**src/rtl/switch_allocator.sv**
```systemverilog
// Two-stage separable round-robin switch allocator with per-output wormhole locking.
// Grants are combinational from current requests and registered pointers/locks.
module switch_allocator #(
    parameter int PORT_NUM    = 5,
    parameter int PORT_NUM_W  = (PORT_NUM > 1) ? $clog2(PORT_NUM) : 1,
    parameter int VC_PER_PORT = 2,
    parameter int VC_W        = (VC_PER_PORT > 1) ? $clog2(VC_PER_PORT) : 1
) (
    input  logic                                             clk,
    input  logic                                             reset,
    input  logic [PORT_NUM-1:0][VC_PER_PORT-1:0][PORT_NUM-1:0] ip_dest_port,
    input  logic [PORT_NUM-1:0][VC_PER_PORT-1:0]             ip_empty,
    input  logic [PORT_NUM-1:0][VC_PER_PORT-1:0]             ip_is_tail,
    input  logic [PORT_NUM-1:0][VC_PER_PORT-1:0]             on_off_in,
    output logic [PORT_NUM-1:0][VC_PER_PORT-1:0]             sa_grant,
    output logic [PORT_NUM-1:0]                              sa_valid,
    output logic [PORT_NUM-1:0][PORT_NUM_W-1:0]              sa_port_sel,
    output logic [PORT_NUM-1:0][VC_W-1:0]                    sa_vc_sel
);

    function automatic logic [PORT_NUM_W-1:0] oh_to_idx(input logic [PORT_NUM-1:0] oh);
        logic [PORT_NUM_W-1:0] idx;
        idx = '0;
        for (int i = 0; i < PORT_NUM; i++) begin
            if (oh[i]) idx = idx | PORT_NUM_W'(i);
        end
        return idx;
    endfunction

    logic [PORT_NUM-1:0][VC_W-1:0]       rr_in_q, rr_in_d;
    logic [PORT_NUM-1:0][PORT_NUM_W-1:0] rr_out_q, rr_out_d;
    logic [PORT_NUM-1:0]                 lock_vld_q, lock_vld_d;
    logic [PORT_NUM-1:0][PORT_NUM_W-1:0] lock_port_q, lock_port_d;
    logic [PORT_NUM-1:0][VC_W-1:0]       lock_vc_q, lock_vc_d;

    logic [PORT_NUM-1:0][VC_PER_PORT-1:0][PORT_NUM_W-1:0] dst;
    logic [PORT_NUM-1:0][VC_PER_PORT-1:0]                 elig;
    logic [PORT_NUM-1:0]                 s1_vld;
    logic [PORT_NUM-1:0][VC_W-1:0]       s1_vc;
    logic [PORT_NUM-1:0][PORT_NUM_W-1:0] s1_dst;
    logic [PORT_NUM-1:0]                 win;
    logic [PORT_NUM-1:0][PORT_NUM_W-1:0] win_port;
    logic [PORT_NUM-1:0][VC_W-1:0]       win_vc;
    logic [PORT_NUM-1:0][VC_PER_PORT-1:0] grant;

    // A VC toward a locked output is eligible only if it is that output's owner.
    always_comb begin
        dst  = '0;
        elig = '0;
        for (int p = 0; p < PORT_NUM; p++) begin
            for (int v = 0; v < VC_PER_PORT; v++) begin
                dst[p][v]  = oh_to_idx(ip_dest_port[p][v]);
                elig[p][v] = !ip_empty[p][v] && (ip_dest_port[p][v] != '0) &&
                             !on_off_in[dst[p][v]][v] &&
                             (!lock_vld_q[dst[p][v]] ||
                              (lock_port_q[dst[p][v]] == PORT_NUM_W'(p) &&
                               lock_vc_q[dst[p][v]] == VC_W'(v)));
            end
        end
    end

    always_comb begin
        logic [VC_W-1:0] vi;
        vi     = '0;
        s1_vld = '0;
        s1_vc  = '0;
        s1_dst = '0;
        for (int p = 0; p < PORT_NUM; p++) begin
            for (int k = 0; k < VC_PER_PORT; k++) begin
                vi = VC_W'((int'(rr_in_q[p]) + k) % VC_PER_PORT);
                if (!s1_vld[p] && elig[p][vi]) begin
                    s1_vld[p] = 1'b1;
                    s1_vc[p]  = vi;
                    s1_dst[p] = dst[p][vi];
                end
            end
        end
    end

    always_comb begin
        logic [PORT_NUM_W-1:0] pi;
        pi       = '0;
        win      = '0;
        win_port = '0;
        win_vc   = '0;
        for (int d = 0; d < PORT_NUM; d++) begin
            if (lock_vld_q[d]) begin
                pi = lock_port_q[d];
                if (s1_vld[pi] && s1_vc[pi] == lock_vc_q[d] && s1_dst[pi] == PORT_NUM_W'(d)) begin
                    win[d]      = 1'b1;
                    win_port[d] = pi;
                    win_vc[d]   = lock_vc_q[d];
                end
            end else begin
                for (int k = 0; k < PORT_NUM; k++) begin
                    pi = PORT_NUM_W'((int'(rr_out_q[d]) + k) % PORT_NUM);
                    if (!win[d] && s1_vld[pi] && s1_dst[pi] == PORT_NUM_W'(d)) begin
                        win[d]      = 1'b1;
                        win_port[d] = pi;
                        win_vc[d]   = s1_vc[pi];
                    end
                end
            end
        end
    end

    // Each input has a single stage-1 winner, so no two outputs can grant the same VC.
    always_comb begin
        grant = '0;
        for (int d = 0; d < PORT_NUM; d++) begin
            if (win[d]) grant[win_port[d]][win_vc[d]] = 1'b1;
        end
    end

    always_comb begin
        sa_grant    = '0;
        sa_valid    = '0;
        sa_port_sel = '0;
        sa_vc_sel   = '0;
        if (reset) begin
            sa_grant    = grant;
            sa_valid    = win;
            sa_port_sel = win_port;
            sa_vc_sel   = win_vc;
        end
    end

    always_comb begin
        logic [PORT_NUM_W-1:0] p;
        logic [VC_W-1:0]       v;
        p           = '0;
        v           = '0;
        rr_in_d     = rr_in_q;
        rr_out_d    = rr_out_q;
        lock_vld_d  = lock_vld_q;
        lock_port_d = lock_port_q;
        lock_vc_d   = lock_vc_q;
        for (int d = 0; d < PORT_NUM; d++) begin
            if (win[d]) begin
                p          = win_port[d];
                v          = win_vc[d];
                rr_in_d[p] = VC_W'((int'(v) + 1) % VC_PER_PORT);
                if (!lock_vld_q[d]) rr_out_d[d] = PORT_NUM_W'((int'(p) + 1) % PORT_NUM);
                if (ip_is_tail[p][v]) begin
                    lock_vld_d[d] = 1'b0;
                end else begin
                    lock_vld_d[d]  = 1'b1;
                    lock_port_d[d] = p;
                    lock_vc_d[d]   = v;
                end
            end
        end
    end

    always_ff @(posedge clk or negedge reset) begin
        if (!reset) begin
            rr_in_q     <= '0;
            rr_out_q    <= '0;
            lock_vld_q  <= '0;
            lock_port_q <= '0;
            lock_vc_q   <= '0;
        end else begin
            rr_in_q     <= rr_in_d;
            rr_out_q    <= rr_out_d;
            lock_vld_q  <= lock_vld_d;
            lock_port_q <= lock_port_d;
            lock_vc_q   <= lock_vc_d;
        end
    end

    for (genvar gp = 0; gp < PORT_NUM; gp++) begin : g_chk_port
        a_grant_onehot: assert property (@(posedge clk) disable iff (!reset)
            $onehot0(sa_grant[gp]));
        for (genvar gv = 0; gv < VC_PER_PORT; gv++) begin : g_chk_vc
            a_dest_onehot: assert property (@(posedge clk) disable iff (!reset)
                !ip_empty[gp][gv] |-> $onehot0(ip_dest_port[gp][gv]));
            a_grant_nonempty: assert property (@(posedge clk) disable iff (!reset)
                sa_grant[gp][gv] |-> !ip_empty[gp][gv]);
        end
    end

endmodule

```
**config.mk**
```make
export PLATFORM = sky130hd
export DESIGN_NAME = switch_allocator
export DESIGN_NICKNAME = d
export VERILOG_FILES = /design/src/rtl/switch_allocator.sv
export SDC_FILE = /design/constraint.sdc
export NUM_CORES = 1
export LEC_CHECK = 0
export BUFFER_PORTS_ARGS = -buffer_cell sky130_fd_sc_hd__buf_2
export CAP_MARGIN = 20
export CORE_MARGIN = 2
export CORE_UTILIZATION = 35
export CTS_CLUSTER_DIAMETER = 200
export DETAILED_ROUTE_END_ITERATION = 8
export SLEW_MARGIN = 20
export SYNTH_ARGS = -nofsm -noshare
export SYNTH_HDL_FRONTEND = slang
export SYNTH_SLANG_ARGS = --single-unit
```
**constraint.sdc**
```tcl
create_clock -name clk -period 14.87 [get_ports clk]
set_input_delay 0.7435 -clock clk [delete_from_list [all_inputs] [get_ports clk]]
set_output_delay 0.7435 -clock clk [all_outputs]
set_load 0.005 [all_outputs]
```
==> flow_metrics.env, run 1 <==
export IMPL_startpoint_type="flip-flop"
export IMPL_track_usage_pct=31.2
export IMPL_synth_cells=2099
export IMPL_clk_pin_slew_ns=0.09
export IMPL_drv_slew=0
export IMPL_coreArea_um2=43100
export IMPL_root_buffer="clkbuf_16"
export IMPL_synth_mux_area_share_pct=8.44
export IMPL_rsz0062_at_grt="false"
export IMPL_antenna_found_initial=5
export IMPL_synth_area_leader_cell="ha_1"
export IMPL_synth_compound_area_share_pct=36.7
export IMPL_grt_max_degree=56
export IMPL_max_slew_margin_rel_pct=23.3
export IMPL_tritoncts="done"
export IMPL_synth_nets=2292
export IMPL_gp_congestion=1.08
export IMPL_cts_htree_levels=2
export IMPL_syn_area_um2=15300
export IMPL_final_cell_area_um2=16600
export IMPL_maxCapViolations=0
export IMPL_cts_buffer_depth=2
export IMPL_via_per_inst=6.78
export IMPL_hp_class="in2async"
export IMPL_min_period_ns=8.35
export IMPL_synth_seq_cells=45
export IMPL_setup_worst_path_class="reg2out"
export IMPL_drc=0
export IMPL_synthTopCellsByCount="211 x nor2_1, 137 x nand2_1, 131 x a21oi_1, 119 x inv_1, 109 x ha_1"
export IMPL_status="complete, no violations"
export IMPL_hold_viol=0
export IMPL_core_rowCount=76
export IMPL_post_cts_resized=0
export IMPL_ios=117
export IMPL_dr_pass1_iters=6
export IMPL_drt_wl_total_mm=72.4
export IMPL_drt_iter0_drc=2353
export IMPL_cts_buffers_inserted=5
export IMPL_synth_simple_gate_area_share_pct=27.7
export IMPL_synth_xor_area_share_pct=4.46
export IMPL_wl_per_cell_um=26.4
export IMPL_synth_warnings=0
export IMPL_syn_area_per_cell_um2=7.29
export IMPL_clock_latency_ns=0.32
export IMPL_clock_fmax_mhz=120
export IMPL_fill_cells=4520
export IMPL_post_route_util_pct=38.5
export IMPL_cp_end_kind="output pin"
export IMPL_grt_pass1_wl_mm=107
export IMPL_grt_ovfl_total=0
export IMPL_grt_pass1_vias=17126
export IMPL_synthTopCellsByArea="ha_1 8.9%, dfrtp_1 7.4%, nor2_1 5.2%"
export IMPL_die_x_um=213
export IMPL_yosysTopAreaCellShare_pct=8.91
export IMPL_holdBufCountCts=0
export IMPL_syn_to_final_growth_pct=8.36
export IMPL_finClkSkew_ns=0.0188
export IMPL_finalSetupViolCount=0
export IMPL_placed_area_um2=16400
export IMPL_postCtsSetupBuffers=0
export IMPL_ys_flop_type="dfrtp_1"
export IMPL_worstMarginPinSlew_ns=1.15
export IMPL_fin_tns_setup_ns=0
export IMPL_synth_edf_count=0
export IMPL_crit_path_max_fanout=18
export IMPL_ys_types=131
export IMPL_cp_required_ns=14.13
export IMPL_dp_hpwl_mm=56.5
export IMPL_die_h_um=213
export IMPL_synth_top_family_by_area="compound AO/OA/AOI/OAI gates"
export IMPL_port_buffers=116
export IMPL_cts_sinks=45
export IMPL_async_flop_share_pct=100
export IMPL_synth_adder_area_share_pct=9.24
export IMPL_ys_seq_area_share_pct=7.36
export IMPL_crit_arrival_ns=7.60
export IMPL_postRouteAntennaNets=0
export IMPL_vias=18590
export IMPL_fin_nets=2346
export IMPL_post_route_period_util_pct=56.1
export IMPL_drive_gt1_share_pct=14.1
export IMPL_start_util_pct=35.5
export IMPL_dieArea_um2=45400
export IMPL_yosys_cell_count_top_type="nor2_1"
stage by stage:
step | worst slack, ns | hold slack, ns | std cells
after floorplan | 8.40 | 0.448 | 2099
after global placement | 7.15 | 0.657 | 2731
after detailed placement | 7.04 | 0.668 | 2731
after CTS | 6.66 | 0.617 | 2739
after global routing | 5.98 | 0.632 | 2740
final | 6.52 | 0.588 | 2741
sequential cells by signal, summed over array words and instances, names as in the netlist:
name / count
rr_in_q: 5
lock_vld_q: 5
lock_vc_q: 5
rr_out_q: 15
lock_port_q: 15
worst paths after layout:
kind | from | end | slack (ns) | depth (start not counted)
min in group clk | rr_out_q[4] | rr_out_q[4] | 0.69 | 2
min reg2reg | rr_out_q[4] | rr_out_q[4] | 0.69 | 2
max | lock_port_q[13] | sa_grant[0] | 6.52 | 16
max reg2reg | rr_out_q[6] | rr_out_q[7] | 7.34 | 26
min | reset | rr_out_q[11] | 0.59 | 2
max in group asynchronous | reset | rr_out_q[0] | 13.71 | 2
kinds of logic (layout without fill, tap and decap cells):
family / after synthesis / in the layout
xor+xnor: 78 / 78
fa+ha+maj: 112 / 112
other cells: 0 / 2
flops: 45 / 45
simple gates: 791 / 791
mux: 93 / 93
buf+inv: 230 / 285
compound gates: 750 / 750
layout make-up:
type / instances / area [um2] / area share [%]
inverters: 130 / 488 / 2.94
diodes: 2 / 5.00 / 0.0302
multi-input cells: 1824 / 13300 / 80.0
clock inverters: 3 / 25.0 / 0.151
repair buffers: 147 / 813 / 4.90
well taps: 585 / 732 / 4.41
flip-flops and latches: 45 / 1130 / 6.79
clock buffers: 5 / 125 / 0.754
critical path, stage by stage, from the launching register on:
cell      delay (ns)
dfrtp_1         0.80
or4b_2          0.64
a21oi_1         0.23
o31ai_1         0.18
a21oi_2         0.68
o211ai_1        0.52
nand2_1         0.81
nand2_1         0.19
mux4_2          0.50
o22ai_1         0.30
nand3b_1        0.18
a32oi_1         0.91
inv_1           0.41
nand4_1         0.27
o22ai_1         0.14
o31a_1          0.38
buf_2           0.14
cell usage in the layout (no fill, tap or decap), types with 45 or more instances in the layout:
cell	instances
nor3_1	91
nand2_1	137
a21oi_1	131
buf_2	116
nand2b_1	46
xnor2_1	70
inv_1	119
ha_1	109
nand3_1	55
o21ai_0	101
nor2_1	210
dfrtp_1	45
layer usage:
metal | part of all wire [%] | vias to the layer above | track usage, %
li1 | - | 8231 | -
met1 | 40 | 8885 | 40.4
met2 | 42 | 1189 | 47.5
met3 | 9.5 | 283 | 5.57
met4 | 7.8 | 2 | 20.4
met5 | 0.018 | - | 0
Power of run 1 is left out: the tool's default activity adds up to more than one toggle a clock period on the data nets, which glitch-free logic cannot reach.
==> run 2: changes to the inputs <==
- clock period: 14.87 -> 6.75 ns (I/O delays scaled with it)
==> flow_metrics.env, run 2 (synthesis gave the netlist of run 1 again) <==
export IMPL_holdBufCountCts=0
export IMPL_worstMarginPinSlew_ns=1.14
export IMPL_cts_sinks=45
export IMPL_dieArea_um2=45400
export IMPL_dr_pass1_iters=6
export IMPL_clk_pin_slew_ns=0.07
export IMPL_most_common_layout_cells="206 x nor2_1, 160 x buf_4, 137 x nand2_1, 130 x a21oi_1, 118 x inv_1"
export IMPL_core_rowCount=76
export IMPL_antenna_found_initial=3
export IMPL_tritoncts="done"
export IMPL_coreArea_um2=43100
export IMPL_cp_end_kind="output pin"
export IMPL_startpoint_type="flip-flop"
export IMPL_drive_gt1_share_pct=19.7
export IMPL_max_slew_margin_rel_pct=21.8
export IMPL_final_common_cell="nor2_1"
export IMPL_ios=117
export IMPL_crit_path_max_fanout=10
export IMPL_crit_arrival_ns=6.23
export IMPL_die_x_um=213
export IMPL_hp_class="in2async"
export IMPL_port_buffers=116
export IMPL_finClkSkew_ns=0.0147
export IMPL_drt_iter0_drc=2353
export IMPL_cts_htree_levels=2
export IMPL_via_per_inst=6.61
export IMPL_vias=18996
export IMPL_drv_slew=0
export IMPL_grt_max_degree=56
export IMPL_wl_per_cell_um=26.4
export IMPL_postRouteAntennaNets=0
export IMPL_min_period_ns=6.56
export IMPL_setup_worst_path_class="reg2out"
export IMPL_finalSetupViolCount=0
export IMPL_syn_to_final_growth_pct=15.6
export IMPL_grt_pass1_vias=17827
export IMPL_maxCapViolations=0
export IMPL_hold_viol=0
export IMPL_fill_cells=4497
export IMPL_track_usage_pct=32.7
export IMPL_placed_area_um2=17400
export IMPL_drc=0
export IMPL_cts_buffer_depth=2
export IMPL_post_route_period_util_pct=97.2
export IMPL_grt_ovfl_total=0
export IMPL_clock_fmax_mhz=152
export IMPL_cts_buffers_inserted=5
export IMPL_fin_tns_setup_ns=0
export IMPL_fin_nets=2477
export IMPL_clock_latency_ns=0.34
export IMPL_reg_largest_list="lock_port_q x15, rr_out_q x15"
export IMPL_post_route_util_pct=41.1
export IMPL_holdWs_ns=0.168
export IMPL_start_util_pct=35.5
export IMPL_status="complete, no violations"
export IMPL_rsz0062_at_grt="false"
export IMPL_grt_pass1_wl_mm=111
export IMPL_cp_required_ns=6.41
export IMPL_final_cell_area_um2=17700
export IMPL_dp_hpwl_mm=60.5
export IMPL_root_buffer="clkbuf_16"
export IMPL_drt_wl_total_mm=75.7
export IMPL_gp_congestion=1.11
export IMPL_die_h_um=213
[run 2: critical path, stage by stage (launching register included)]
cell	delay [ns]
dfrtp_1	0.51
buf_4	0.23
nor4bb_1	0.56
o22ai_1	0.24
and3b_1	0.34
a2111oi_0	0.99
a311oi_1	0.16
o21ai_0	0.21
nor4b_1	0.48
a31oi_1	0.28
nor2_1	0.24
nor2_1	0.10
a31oi_4	0.36
inv_2	0.19
or2_1	0.36
o21ai_0	0.20
a21oi_1	0.09
a21oi_1	0.18
buf_2	0.17
[run 2: timing repair]
| action | 4_1_cts | 5_1_grt |
|---|---|---|
| pin swaps | 0 | 1 |
| setup endpoints to repair | 2 | 12 |
| buffers inserted | 3 | 1 |
| resized for setup | 1 | 20 |
[run 2: final timing paths]
kind,from,end,slack (ns),cells past startpoint
min in group clk,ip_is_tail[9],lock_vc_q[0],0.60,3
min,reset,rr_out_q[10],0.17,2
min reg2reg,rr_out_q[7],rr_out_q[7],0.62,2
max,lock_port_q[7],sa_grant[7],0.19,18
max in group asynchronous,reset,rr_out_q[7],5.95,2
max reg2reg,lock_port_q[7],lock_port_q[5],0.55,18
[run 2: routing by layer]
metal  part of all wire, %  routed length (um)  vias up  global-route usage [%]
met4                   7.5                5690        0                    21.3
met1                    39               29700     9076                    41.1
met5                     0                   0        -                       0
met2                    43               32500     1152                    50.2
met3                    10                7840      287                    7.19
li1                      -                   -     8481                       -
[run 2: per-stage QoR]
stage / std cells / worst slack, ns
after floorplan: 2099 / 0.682
after global placement: 2858 / 0.431
after detailed placement: 2858 / 0.342
after CTS: 2869 / 0.178
after global routing: 2872 / 0.00138
final: 2873 / 0.186
[run 2: cell type report]
type | instances | area (um2) | area share [%]
well taps | 585 | 732 | 4.14
repair buffers | 278 | 1820 | 10.3
diodes | 3 | 7.51 | 0.0424
multi-input cells | 1824 | 13400 | 75.5
inverters | 130 | 488 | 2.76
flip-flops and latches | 45 | 1130 | 6.37
clock inverters | 3 | 25.0 | 0.141
clock buffers | 5 | 125 | 0.707
Power of run 2 is left out for the same reason.
